==> config.mk <==
export PLATFORM = sky130hd
export DESIGN_NAME = seq_check_1101
export DESIGN_NICKNAME = d
export VERILOG_FILES = /design/src/rtl/seq_check_1101_pkg.sv /design/src/rtl/seq_check_1101.sv
export SDC_FILE = /design/constraint.sdc
export NUM_CORES = 1
export LEC_CHECK = 0
export ABC_AREA = 1
export CAP_MARGIN = 30
export CORE_AREA = 8 8 45 47
export DETAILED_ROUTE_END_ITERATION = 6
export DIE_AREA = 0 0 53 55
export HOLD_SLACK_MARGIN = 0.12
export PLACE_DENSITY = 0.67
export SYNTH_ARGS = -nofsm -noshare
export SYNTH_HDL_FRONTEND = slang
export SYNTH_SLANG_ARGS = --single-unit
==> constraint.sdc <==
create_clock -name clk -period 2.4 [get_ports clk]
set_input_delay 0.6 -clock clk [delete_from_list [all_inputs] [get_ports clk]]
set_output_delay 0.6 -clock clk [all_outputs]
set_load 0.02 [all_outputs]
==> src/rtl/seq_check_1101_pkg.sv <==
// Shared types for the 1101 serial pattern detector: state encoding and the
// reference pattern used by bench models.
package seq_check_1101_pkg;

  typedef enum logic [1:0] {
    S0   = 2'b00,
    S1   = 2'b01,
    S11  = 2'b10,
    S110 = 2'b11
  } state_e;

  localparam logic [3:0] PATTERN = 4'b1101;

endpackage

==> src/rtl/seq_check_1101.sv <==
// Serial 1101 detector: one bit per clock, registered one-cycle match flag
// and a saturating match counter.
module seq_check_1101
  import seq_check_1101_pkg::*;
#(
  parameter bit OVERLAP = 1'b1,
  parameter int CNT_W   = 8
) (
  input  logic             clk,
  input  logic             rst,
  input  logic             data_in,
  output logic             flag_out,
  output logic [CNT_W-1:0] match_cnt
);

  localparam logic [CNT_W-1:0] CNT_MAX = {CNT_W{1'b1}};
  localparam logic [CNT_W-1:0] CNT_ONE = CNT_W'(1);

  state_e state, state_nxt;
  logic   match;

  // State tracks the longest prefix of 1101 that ends the stream so far.
  always_comb begin
    state_nxt = S0;
    match     = 1'b0;
    case (state)
      S0:   state_nxt = data_in ? S1 : S0;
      S1:   state_nxt = data_in ? S11 : S0;
      S11:  state_nxt = data_in ? S11 : S110;
      S110: begin
        if (data_in) begin
          match     = 1'b1;
          // The closing '1' doubles as the first bit of the next pattern.
          state_nxt = OVERLAP ? S1 : S0;
        end else begin
          state_nxt = S0;
        end
      end
      default: begin
        state_nxt = S0;
        match     = 1'b0;
      end
    endcase
  end

  always_ff @(posedge clk) begin
    if (rst) begin
      state     <= S0;
      flag_out  <= 1'b0;
      match_cnt <= '0;
    end else begin
      state    <= state_nxt;
      flag_out <= match;
      if (match && (match_cnt != CNT_MAX))
        match_cnt <= match_cnt + CNT_ONE;
    end
  end

endmodule

* Yosys cells after proc, flatten, opt, wreduce, memory -nomap -nowiden
Cells that the tools add are included.
Cells by class: add/subtract/negate cells 1, equality and inequality tests 4, muxes and demuxes 6, reduce and logical (&&, ||, !) cells 3
Operators by type and width (count):
- $add A8 B1 Y8 const B | 1
- $ne A8 B8 Y1 const B | 1
- $pmux W2 S3 | 1
- $eq A2 B2 Y1 const B | 2
- $mux W1 | 4
- $eq A2 B1 Y1 const B | 1
- $logic_not A2 Y1 | 1
- $mux W2 | 1
- $reduce_or A2 Y1 | 1
- $logic_and A1 B1 Y1 | 1
Storage, ports and cells: register bits 11, input bits 3, output and inout bits 9, logic and storage cells 17

* Logic depth before layout (Yosys ltp)
Gate-level depths: netlist of run 1.
depth in word-level cells 3, mapped depth 8, depth with buffers taken out 7

* Least setup slack after synthesis of run 1
Ideal clock, no wire load.
kind reg2reg, start point reg match_cnt[0], end point reg match_cnt[5], library setup time 0.115 ns, arrival time 1.264 ns, required time 2.285 ns, slack 1.021 ns, cell stages (with the launch flop) 8, path buffers 1, clock period less this slack 1.379 ns, cells stage by stage dfxtp_1 > ha_1 > nand2_1 > nor2_1 > nand2_2 > buf_6 > a21oi_1 > nor2_1
On the way: longest elaborated chain between the ends 2, elaborated cells between the ends (all ways) 3, those cells by class add/sub: 1; eq/ne: 1; reduce/logical: 1
Ends and longest elaborated chain:
- start: declaration | line seq_check_1101.sv:13 | output logic [CNT_W-1:0] match_cnt
- start signal: assignment | line seq_check_1101.sv:55 | match_cnt <= match_cnt + CNT_ONE;
- parallel branches: the longest is 2 deep, another holds $add A8 B1 Y8
Several ways; the timed one is not identified. A chain may end at the register's enable or synchronous reset.

* Worst setup path after layout of run 1
start point reg match_cnt[0], end point out match_cnt[0]
No word-level cell between the ends.

==> flow_metrics.py, run 1 <==
metrics = {
    "power": {
        "p_clk_share_pct": 38.3,
        "p_leak_nw": 0.271,
        "seqPwrFrac_pct": 55.3,
        "power_mw": 0.342,
        "p_int_mw": 0.260,
        "switchingPower_mw": 0.0815,
        "share_comb_of_total_power_pct": 6.4,
        "powerDensity_nw_per_um2": 491,
        "peakVddDrop_v": 0.000293,
        "p_sw_share_pct": 23.8,
    },
    "timing": {
        "slew_viol_final": 0,
        "slew_headroom_pct": 80.3,
        "finalHoldViolations": 0,
        "rsz0062_at_grt": "no",
        "clock_skew_ns": 0.00147,
        "worst_pin_slew_ns": 0.294,
        "fmax_mhz": 516,
        "min_period_ns": 1.94,
        "tns_ns": 0,
        "finalSetupViolations": 0,
        "post-route-period-util_pct": 80.7,
    },
    "die": {
        "placeableCoreArea_um2": 1380,
        "die_y_um": 55,
        "rows": 14,
        "pin_count": 12,
        "start_util_pct": 39.8,
        "die_area_um2": 2920,
        "dieWidth_um": 53,
    },
    "placement": {
        "dpl_cell_area_um2": 669,
        "dpl.cell_count": 100,
        "gp_congestion": 0.711,
        "port_buffers": 11,
        "dp_hpwl_um": 859,
    },
    "synth": {
        "syn_nets": 81,
        "synth_largest_area_cell": "dfxtp_1",
        "synthArstFlopShare_pct": 0,
        "synth_area_um2": 551,
        "synth_area_leaders": "dfxtp_1 (40%), ha_1 (9.1%), nand2_1 (8.9%)",
        "synthDistinctLibCells": 17,
        "synthTopCellsByCount": "nand2_1 (13), dfxtp_1 (11), nor2_1 (11)",
        "yosysMostFrequentCell": "nand2_1",
        "synth_top_area_share_pct": 40.0,
        "ys_ff_latch": 11,
        "synth_ff_type": "dfxtp_1",
        "syn_area_per_cell_um2": 7.44,
        "synthCells": 74,
        "ys_warn_count": 0,
        "ys_seq_area_share_pct": 40.0,
        "synth_edf_count": 0,
    },
    "clocking": {
        "clk_pin_slew_worst_paths_ns": 0.07,
        "htreeDepth": 1,
        "cts_tree": "done",
        "cts_sinks": 11,
        "cts-root-buf": "clkbuf_4",
        "holdBufCountCts": 0,
        "post_cts_buffers": 0,
        "cts_resized": 0,
        "cts_max_path_buffers": 2,
        "insertion_delay_ns": 0.28,
        "cts-buffers-inserted": 3,
    },
    "routing": {
        "vias_per_cell": 4.88,
        "first_pass_iters": 4,
        "drtIter0Drc": 5,
        "drc": 0,
        "drtAntennaViolNets": 0,
        "wl_um": 1090,
        "route.vias.total": 507,
        "drt-wirelength-per-cell_um": 10.5,
    },
    "critical_path": {
        "crit_family": "buffers and inverters",
        "r2r_cells": 6,
        "rr_endpoint": "match_cnt[5]",
        "r2r_setup_slack_ns": 1.04,
        "cp.depth": 1,
        "endpoint_kind": "output port",
        "cp.arrival_ns": 1.34,
        "startpoint": "match_cnt[0]",
        "slowest_delay_ns": 0.65,
        "worstPathCellList": "clkdlybuf4s50_1",
        "crit_buf_inv": 1,
        "r2r-start": "match_cnt[0]",
        "start_kind": "register",
        "path_class": "reg2out",
        "critical_path.max_fanout": 5,
        "worstPathRequired_ns": 1.80,
        "cp_slowest_cell": "clkdlybuf4s50_1",
    },
    "grt": {
        "grt_pass1_vias": 477,
        "grt_pass1_wl_um": 1840,
        "grt_overflow": 0,
        "grt_max_degree": 13,
        "grt_usage_pct": 8.51,
        "antenna_found_initial": 0,
    },
    "finish": {
        "syn_to_final_growth_pct": 26.4,
        "layout-drive-gt1-share_pct": 11.4,
        "diodes": 0,
        "fill_cells": 138,
        "utilization_pct": 50.3,
        "fin_nets": 96,
        "final_area_um2": 696,
        "multiInputGateArea_um2": 285,
        "final_cells": 104,
        "regArea_um2": 220,
    },
    "job": {
        "cap_viol_max_count": 0,
    },
    "hold_path": {
        "hp-start": "match_cnt[4]",
        "hold_class": "reg2reg",
        "holdPathStages": 2,
        "min_to": "match_cnt[4]",
    },
    "outcome": {
        "outcome": "finished, final reports clean",
    },
}
## power by group through the flow
stage,Sequential (mW),Combinational [mW],Clock [mW]
2_1_floorplan,0.193,0.0134,0
3_3_place_gp,0.193,0.0215,0
3_5_place_dp,0.193,0.0220,0
4_1_cts,0.189,0.0221,0.136
5_1_grt,0.190,0.0247,0.144
6_report,0.189,0.0218,0.131
## worst reg2reg max path: cells and delay by family (launching register included)
kind	cells	cell delay (ns)
compound gates	1	0.19
simple gates	4	0.45
flops	1	0.41
fa+ha+maj	1	0.21
## sequential cells by signal (all words and copies together), names as in the netlist
name	flops
state	2
flag_out	1
match_cnt	8
## cell type report
class | count | area share (%)
multi-input cells | 53 | 41.0
flip-flops and latches | 11 | 31.7
clock buffers | 4 | 3.78
repair buffers | 11 | 15.8
inverters | 9 | 4.86
well taps | 16 | 2.88
## routing by layer
metal	vias up	wire length (µm)	global-route usage, %
met5	-	0	0
met4	0	40	6.47
met3	5	61	3.48
met2	11	531	14.8
met1	223	456	7.86
li1	268	-	-
## cells by family after synthesis
kind of cell | share of synthesized area, %
buffers and inverters | 8.18
adders and majority gates | 9.09
DFF | 40.0
and+or+nand+nor | 31.8
AOI/OAI and AO/OA | 10.9
## per-stage QoR
step | setup slack, ns | hold slack [ns]
3_5_place_dp | 0.543 | 0.465
4_1_cts | 0.465 | 0.477
3_3_place_gp | 0.551 | 0.462
6_report | 0.463 | 0.474
5_1_grt | 0.427 | 0.506
2_1_floorplan | 1.02 | 0.539
## layout by cell type (no fill, tap or decap)
cell type        instances
nand2_2                  2
a31oi_1                  1
clkdlybuf4s50_1         11
o21ai_0                  2
nand2_1                 13
a21oi_1                  7
clkbuf_1                 1
ha_1                     4
inv_2                    2
a21oi_2                  1
clkbuf_4                 3
nor2_4                   1
nor3_1                   1
nand3_1                  8
nand3_2                  1
inv_1                    7
nand4_1                  1
nor2_1                  11
dfxtp_1                 11
## how the worst max path moves through the flow
stage / to / slack [ns]
final: match_cnt[0] / 0.46
after global routing: match_cnt[0] / 0.43
after CTS: match_cnt[3] / 0.46
after detailed placement: match_cnt[5] / 0.54
after global placement: match_cnt[5] / 0.55
after floorplan: match_cnt[5] / 1.02
(Power assumes the default switching activity.)
==> run 2, diff against run 1 <==
==> constraint.sdc (replaced) <==
create_clock -name clk -period 1.9 [get_ports clk]
set_input_delay 0.475 -clock clk [delete_from_list [all_inputs] [get_ports clk]]
set_output_delay 0.475 -clock clk [all_outputs]
set_load 0.02 [all_outputs]
==> run 2 against run 1 <==
  * Die area is the same
  * Via count grew 0.59%
  * Design area is the same
  * Cell count is the same
  * Register-to-register slack lost 0.49 ns
  * Clock power grew 18%
  * First-iteration DRC count grew 60%
  * Core utilization is the same
  * Clock skew shrank 0.00053 ns
  * Setup slack lost 0.36 ns
  * Critical endpoint unchanged
  * Highest routed layer unchanged
==> flow_metrics.py, run 2 (same netlist as run 1, synthesis figures left out) <==
metrics = {
    "clocking": {
        "cts_sinks": 11,
        "cts-buffers-inserted": 3,
        "insertion_delay_ns": 0.26,
        "cts_resized": 0,
        "cts_max_path_buffers": 2,
        "post_cts_buffers": 0,
        "htreeDepth": 1,
        "holdBufCountCts": 0,
        "clk_pin_slew_worst_paths_ns": 0.07,
        "cts-root-buf": "clkbuf_4",
        "cts_tree": "done",
    },
    "finish": {
        "largest-register": "match_cnt",
        "layout-drive-gt1-share_pct": 11.4,
        "layout_common_cells": "nand2_1 (13), nor2_1 (11), dfxtp_1 (11), clkdlybuf4s50_1 (11), nand3_1 (8)",
        "fill_cells": 131,
        "fin_nets": 96,
        "regArea_um2": 220,
        "diodes": 0,
        "final_common_cell": "nand2_1",
        "largest_reg_flops": 8,
        "multiInputGateArea_um2": 285,
        "reg.largest.list": "match_cnt: 8 flops, state: 2 flops, flag_out: 1 flops",
        "syn_to_final_growth_pct": 26.4,
    },
    "timing": {
        "finalSetupViolations": 0,
        "finalHoldViolations": 0,
        "min_period_ns": 1.80,
        "rsz0062_at_grt": "no",
        "slew_headroom_pct": 80.8,
        "post-route-period-util_pct": 94.8,
        "worst_pin_slew_ns": 0.285,
        "slew_viol_final": 0,
        "fmax_mhz": 555,
        "clock_skew_ns": 0.000938,
        "tns_ns": 0,
    },
    "critical_path": {
        "cp.depth": 1,
        "slowest_delay_ns": 0.65,
        "crit_family": "buffers and inverters",
        "path_class": "reg2out",
        "critical_path.max_fanout": 5,
        "r2r-start": "match_cnt[0]",
        "r2r_cells": 6,
        "endpoint_kind": "output port",
        "startpoint": "match_cnt[0]",
        "rr_endpoint": "match_cnt[5]",
        "cp.arrival_ns": 1.33,
        "start_kind": "register",
        "r2r_setup_slack_ns": 0.55,
        "worstPathRequired_ns": 1.42,
        "crit_buf_inv": 1,
        "worstPathCellList": "clkdlybuf4s50_1",
        "cp_slowest_cell": "clkdlybuf4s50_1",
    },
    "placement": {
        "port_buffers": 11,
        "dp_hpwl_um": 847,
        "gp_congestion": 0.711,
    },
    "grt": {
        "grt_pass1_wl_um": 1790,
        "grt_pass1_vias": 466,
        "grt_max_degree": 13,
        "grt_overflow": 0,
        "antenna_found_initial": 0,
        "grt_usage_pct": 8.29,
    },
    "power": {
        "peakVddDrop_v": 0.000355,
        "power_mw": 0.422,
        "powerDensity_nw_per_um2": 606,
        "p_leak_nw": 0.271,
    },
    "routing": {
        "wl_um": 1050,
        "drtAntennaViolNets": 0,
        "route.vias.total": 510,
        "first_pass_iters": 4,
        "drc": 0,
        "drt-wirelength-per-cell_um": 10.1,
        "vias_per_cell": 4.90,
        "drtIter0Drc": 8,
    },
    "hold_path": {
        "min_to": "match_cnt[4]",
        "holdPathStages": 2,
        "hold_class": "reg2reg",
        "hp-start": "match_cnt[4]",
    },
    "die": {
        "dieWidth_um": 53,
        "rows": 14,
        "placeableCoreArea_um2": 1380,
        "pin_count": 12,
        "die_area_um2": 2920,
        "die_y_um": 55,
        "start_util_pct": 39.8,
    },
    "outcome": {
        "outcome": "finished, final reports clean",
    },
    "job": {
        "cap_viol_max_count": 0,
    },
}
-- run 2: power by group --
part | total [mW] | switching, mW | internal, mW
Sequential | 0.239 | 0.00381 | 0.235
Combinational | 0.0276 | 0.0150 | 0.0126
Clock | 0.155 | 0.0742 | 0.0812
-- run 2: metal layers --
layer,up-vias,global-route usage [%],part of all wire [%],wire length (µm)
li1,269,-,-,-
met2,8,14.8,52,546
met1,229,7.69,41,427
met5,-,0,0,0
met4,0,5.17,2.0,21
met3,4,3.48,5.1,53
-- run 2: worst max path at each step --
| stage | end | slack (ns) |
|---|---|---|
| final | match_cnt[0] | 0.1 |
| after global routing | match_cnt[0] | 0.05 |
| after CTS | match_cnt[0] | 0.1 |
| after detailed placement | match_cnt[5] | 0.17 |
| after global placement | match_cnt[5] | 0.18 |
| after floorplan | match_cnt[5] | 0.52 |
-- run 2: worst register-to-register path, stage by stage (launching register included) --
cell,delay [ns]
dfxtp_1,0.41
ha_1,0.21
nand2_1,0.09
nor2_1,0.13
nand2_2,0.16
a21oi_1,0.19
nor2_1,0.06
-- run 2: stage by stage --
step	util (%)	instances	area, µm²	hold WS [ns]	worst slack [ns]
after CTS	50.3	104	696	0.476	0.0958
after global routing	50.3	104	696	0.506	0.0549
after floorplan	-	74	551	0.539	0.521
after detailed placement	48.4	100	669	0.465	0.166
final	50.3	104	696	0.471	0.0981
after global placement	48.4	100	669	0.462	0.176
-- run 2: final cells by class --
| class | instances | share of cell area [%] |
|---|---|---|
| Sequential cell | 11 | 31.7 |
| Clock buffer | 4 | 3.78 |
| Multi-Input combinational cell | 53 | 41.0 |
| Tap cell | 16 | 2.88 |
| Inverter | 9 | 4.86 |
| Timing Repair Buffer | 11 | 15.8 |
